**src/rtl/pwm_complementary_core.sv**
```systemverilog
// pwm_complementary_core
// PWM generator with complementary outputs for gate-drive use. A prescaler
// divides clk by a runtime tick count and emits a one-cycle step strobe; an
// N-bit duty counter advances on each step and is compared with a shadow
// duty register to produce pwm_out and its complement.
//
// Ports:
//   clk        system clock, rising edge
//   rst        synchronous, active-high reset
//   ena        global enable; 0 freezes counters and drives all outputs low
//   ticks      clk cycles per step (0 stops the prescaler)
//   duty       high-time in steps per PWM period, taken at period boundaries
//   step       one-cycle prescaler strobe (registered)
//   pwm_out    PWM output (registered)
//   pwm_n_out  complementary PWM output (registered)
module pwm_complementary_core #(
    parameter int TICK_W = 14,
    parameter int N      = 4
) (
    input  logic              clk,
    input  logic              rst,
    input  logic              ena,
    input  logic [TICK_W-1:0] ticks,
    input  logic [N-1:0]      duty,
    output logic              step,
    output logic              pwm_out,
    output logic              pwm_n_out
);

    localparam logic [TICK_W-1:0] TICK_ONE = TICK_W'(1);
    localparam logic [N-1:0]      PCNT_MAX = {N{1'b1}};
    localparam logic [N-1:0]      PCNT_ONE = N'(1);

    logic [TICK_W-1:0] tick_cnt;
    logic [N-1:0]      pcount;
    logic [N-1:0]      duty_q;
    logic              pwm_hi;

    assign pwm_hi = (pcount < duty_q);

    always_ff @(posedge clk) begin
        if (rst) begin
            tick_cnt  <= '0;
            step      <= 1'b0;
            pcount    <= '0;
            duty_q    <= duty;
            pwm_out   <= 1'b0;
            pwm_n_out <= 1'b0;
        end else if (!ena) begin
            step      <= 1'b0;
            pwm_out   <= 1'b0;
            pwm_n_out <= 1'b0;
        end else begin
            // A >= compare (not ==) lets a shrinking ticks value catch a
            // count that is already past the new terminal value.
            if (ticks == '0) begin
                tick_cnt <= '0;
                step     <= 1'b0;
            end else if (tick_cnt >= ticks - TICK_ONE) begin
                tick_cnt <= '0;
                step     <= 1'b1;
            end else begin
                tick_cnt <= tick_cnt + TICK_ONE;
                step     <= 1'b0;
            end

            // The registered step advances the duty counter; a new duty is
            // only adopted as pcount wraps so a period is never truncated.
            if (step) begin
                pcount <= pcount + PCNT_ONE;
                if (pcount == PCNT_MAX) begin
                    duty_q <= duty;
                end
            end

            pwm_out   <= pwm_hi;
            pwm_n_out <= ~pwm_hi;
        end
    end

endmodule

```
**config.mk**
```make
export PLATFORM = sky130hd
export DESIGN_NAME = pwm_complementary_core
export DESIGN_NICKNAME = d
export VERILOG_FILES = /design/src/rtl/pwm_complementary_core.sv
export SDC_FILE = /design/constraint.sdc
export NUM_CORES = 1
export LEC_CHECK = 0
export CAP_MARGIN = 25
export CORE_MARGIN = 2
export CORE_UTILIZATION = 33
export DETAILED_ROUTE_END_ITERATION = 10
export SLEW_MARGIN = 20
export SYNTH_ARGS = -nofsm -noshare
export SYNTH_HDL_FRONTEND = slang
export SYNTH_SLANG_ARGS = --single-unit
export TNS_END_PERCENT = 1
```
**constraint.sdc**
```tcl
create_clock -name clk -period 4.75 [get_ports clk]
set_input_delay 0.95 -clock clk [delete_from_list [all_inputs] [get_ports clk]]
set_output_delay 0.95 -clock clk [all_outputs]
set_load 0.02 [all_outputs]
```
* Word level (Yosys, flattened, before mapping)
Index checks and enable logic that the tools add are counted.
** Storage, ports and cells
- Flip-flop bits (word level) :: 25
- Input bits :: 21
- Output and inout bits :: 3
- Logic and storage cells :: 29
** Operators by class
- Add/sub/neg operators :: 3
- Magnitude comparators :: 2
- Equal/unequal tests :: 1
- Muxes and demuxes :: 7
- Bitwise operators :: 2
- Reduce and logical (&&, ||, !) cells :: 8
** Operators with widths (number)
- 2-to-1 mux 14 bit :: 2
- 2-to-1 mux 4 bit :: 4
- adder 14 x 1 -> 14 bit (second input constant) :: 1
- greater-or-equal comparator 14 bit :: 1
- zero test 14 bit :: 1
- subtractor 14 x 1 -> 14 bit (second input constant) :: 1
- nonzero test 2 bit :: 3
- adder 4 x 1 -> 4 bit (second input constant) :: 1
- equality test 4 bit (second input constant) :: 1
- less-than comparator 4 bit :: 1
- AND reduction 3 bit :: 1
- OR reduction 3 bit :: 1
- NOT 1 bit :: 2
- AND reduction 2 bit :: 1
- OR reduction 2 bit :: 1
- 2-to-1 mux 1 bit :: 1

* Logic depth before layout (Yosys ltp)
- Depth after elaboration :: 5
- Depth in mapped cells :: 14
- Mapped depth without buffers :: 12

* Worst setup path after synthesis
OpenSTA, ideal clock, no wires.
- Kind :: in2reg
- Start :: input ticks[0]
- End :: register tick_cnt[10]
- Setup time :: 0.114 ns
- Arrival time :: 3.617 ns
- Required time :: 4.636 ns
- Path slack :: 1.019 ns
- Stages on the path :: 14
- Path buffers :: 2
- Path through :: inv_1 -> ha_1 -> or3b_2 -> clkbuf_1 -> nor4_1 -> xnor2_1 -> ha_1 -> nand4_1 -> or3_1 -> a31oi_1 -> nand4b_2 -> buf_6 -> o22ai_2 -> a21o_1
** On the way
- Cells in the longest elaborated chain, start to end :: 4
- Elaborated cells on any way between the ends :: 5
- Classes of those cells :: add/sub (1); order compare (1); mux (2); reduce/logical (1)
** RTL lines
- start: declaration :: RTL line 23 : input logic [TICK_W-1:0] ticks,
- subtractor 14 x 1 -> 14 bit :: RTL line 59 : end else if (tick_cnt >= ticks - TICK_ONE) begin
- greater-or-equal comparator 14 bit :: RTL line 59
- 2-to-1 mux 14 bit :: RTL line 59
- 2-to-1 mux 14 bit (*) :: RTL line 56 : if (ticks == '0) begin
- end signal: assignment :: RTL line 63 : tick_cnt <= tick_cnt + TICK_ONE;
- end: declaration :: RTL line 34 : logic [TICK_W-1:0] tick_cnt;
Every way passes the cells marked *; elsewhere a longest branch is shown, timed or not.
A chain may end at the register's enable or synchronous reset.

* Worst setup path after layout
- Start :: input ticks[0]
- End :: register tick_cnt[6]
The elaborated chain is that of the path after synthesis.

==> summary.md <==
| Metric | Value |
|---|---|
| Post-route DRC | 0 |
| Clock Latency Late Sink | 0.26 ns |
| CP Capture Type | register |
| #FFs+latches synth | 25 |
| Post-CTS Resized | 0 |
| Most common cell after layout, fill and taps aside | clkdlybuf4s50_1 |
| Die width | 76.5 um |
| Setup crit start kind | primary input |
| Commonest non-fill, non-tap cells in the layout | clkdlybuf4s50_1 (23), dfxtp_1 (21), ha_1 (20) |
| Slowest CP cell | or3b_2 |
| Worst path required time | 4.96 ns |
| Grt ovf | 0 |
| Fraction of layout cells with a size suffix above 1 | 4.05% |
| Post-Syn Area | 1740 sq um |
| Max Root-Sink Buffers | 2 |
| Pre-Repair DR Iteration Count | 4 |
| Initial antenna violation count | 0 |
| Ratio of final minimum period to clock period | a little under nine tenths |
| Dpl hpwl | 2810 um |
| Layout Skew | 0.00315 ns |
| Syn-to-layout area delta | 19.2% |
| Clk Tree Root Cell | clkbuf_8 |
| WP data arrival | 4.27 ns |
| Row count | 26 |
| CTS tree | yes |
| First-pass GRT wire length | 6090 um |
| Worst Tran Pin Value | 0.654 ns |
| DR vias | 1441 |
| Syn Area/Cell | 8.63 sq um |
| Kind of critical path | primary input to register |
| Vias in the first global route | 1347 |
| Post-Syn Nets | 242 |
| Slew margin rel. | 56.2% |
| Status | completed |
| Power per cell area | 204 nW/um^2 |
| Post-synth EDFFs | 4 |
| Layout net count | about 260 |
| GPL Wtd Cong | around 0.75 |
| Cts hold-fix bufs | 0 |
| TNS Setup | 0 ns |
| Hold Slack | ~0.51 ns |
| CTS clock-pin slew for the worst setup and hold paths | 0.08 ns |
| 1st-iter DRT viols | 56 |
| Tmin final | 4.05 ns |
| Crit-path cells | clkdlybuf4s50_1 > inv_1 > ha_1 > or3b_2 > nor4_1 > xnor2_1 > ha_1 > nand4_1 > o21ai_0 > a211oi_1 > nand4b_2 > nor4_1 > a21o_1 |
| Starting Density | 34.2% |
| Critical path peak fanout | 13 |
| DRT Wirelength | 3480 um |
| Antenna-violating nets left | 0 |
| H-tree levels | 1 |
| Seq/Total Area, Yosys | 31.1% |
| Post-CTS Setup Bufs | 0 |
| Yosys warning count | 0 |
| Setup-failing EPs final | 0 |
| Cells after Synth | 201 |
| Die Span Y | 76.5 um |
| Largest net degree at the start of global routing | 18 |
| Endpoints failing hold | 0 |
| WL per Instance | 11.9 um |
| Num CTS Buffers | 3 |
| Synth unique cells | 40 |
| Antenna diode count | 0 |
| Maximum vdd ir drop | 0.0000869 V |
| Max Fclk | 247 MHz |
| Synth Flop Type | dfxtp_1 |
| # IOs | 24 |
| Vias per inst | between 4 and 5 |
| Worst Hold Class | register to register |
| IO buf count | 23 |
| Clk sinks | 25 |
| Max_cap viols | 0 |
| Total track usage | around 13% |
| RSZ-0062 raised after global routing | false |
| Worst path max stage delay | 0.54 ns |
| Max-slew violation total from the final report | 0 |
| Area of the core | 5070 sq um |
| Leakage | ~0.82 nW |
| Async SR Flop Fraction | 0% |
| Die area | around 5900 sq um |
## registers in the layout, summed over array words and instances, names as in the netlist
signal,cells
pwm_n_out,1
duty_q,4
step,1
pwm_out,1
tick_cnt,14
pcount,4
## routing by layer
| metal | vias up | track usage (%) | part of all wire, % |
|---|---|---|---|
| met4 | 0 | 5.64 | 1.6 |
| met2 | 44 | 20.4 | 45 |
| li1 | 765 | - | - |
| met1 | 628 | 16.5 | 49 |
| met3 | 4 | 1.90 | 5.0 |
| met5 | - | 0 | 0 |
## worst max-delay path: cells and delay by family
| kind | cells | cell delay (ns) |
|---|---|---|
| and+or+nand+nor | 5 | 1.67 |
| AOI/OAI and AO/OA | 3 | 0.54 |
| buffers and inverters | 2 | 0.51 |
| adders and majority gates | 2 | 0.43 |
| xor gates and xnor gates | 1 | 0.18 |
## cells by family after synthesis
| kind of cell | Yosys count | share of synthesized area, % |
|---|---|---|
| AOI/OAI and AO/OA | 37 | 13.6 |
| xor gates and xnor gates | 19 | 9.59 |
| adders and majority gates | 20 | 14.4 |
| buffers and inverters | 14 | 3.46 |
| DFF | 25 | 31.1 |
| muxes | 1 | 0.577 |
| and+or+nand+nor | 85 | 27.2 |
## power breakdown
part / internal (mW) / total [mW] / switching (mW)
Combinational: 0.0377 / 0.0708 / 0.0331
Sequential: 0.223 / 0.228 / 0.00559
Clock: 0.0598 / 0.122 / 0.0623
## cells in the mapped netlist, drive strengths merged (6+ instances only)
library cell | number | area share, %
nand2 | 17 | 3.8
o21ai | 9 | 2.6
dfxtp | 21 | 24
nand3 | 7 | 2.0
nor3 | 8 | 2.3
inv | 7 | 1.5
a21o | 7 | 3.0
ha | 20 | 14
a21oi | 11 | 3.2
xor2 | 6 | 3.0
nand4 | 7 | 2.5
xnor2 | 13 | 6.6
nor2 | 19 | 4.1
## final timing paths
check	slack (ns)	from	to	depth (start not counted)
hold reg to reg	0.51	tick_cnt[0]$_SDFFE_PP0P_	tick_cnt[0]$_SDFFE_PP0P_	2
setup / recovery	0.70	ticks[0]	tick_cnt[6]$_SDFFE_PP0P_	13
setup reg to reg	2.45	tick_cnt[5]$_SDFFE_PP0P_	tick_cnt[6]$_SDFFE_PP0P_	7
hold / removal	0.51	tick_cnt[0]$_SDFFE_PP0P_	tick_cnt[0]$_SDFFE_PP0P_	2
## per-stage QoR
stage / util [%] / power (mW) / area [sq um] / instances / setup slack [ns]
finish: 40.8 / 0.421 / 2070 / 292 / 0.696
CTS: 40.8 / 0.429 / 2070 / 292 / 0.678
global placement: 39.9 / 0.304 / 2020 / 288 / 0.393
floorplan: - / 0.274 / 1740 / 201 / 1.02
detailed placement: 39.9 / 0.305 / 2020 / 288 / 0.368
global route: 40.8 / 0.448 / 2070 / 292 / 0.316
## cell type report
class	count	area (sq um)
fill	529	3010
multi-input combinational	162	1130
sequential	25	541
timing repair buffer	23	230
tap	70	87.6
clock buffer	4	45.0
inverter	8	30.0
Note: power is estimated with default switching activity, not from simulation.
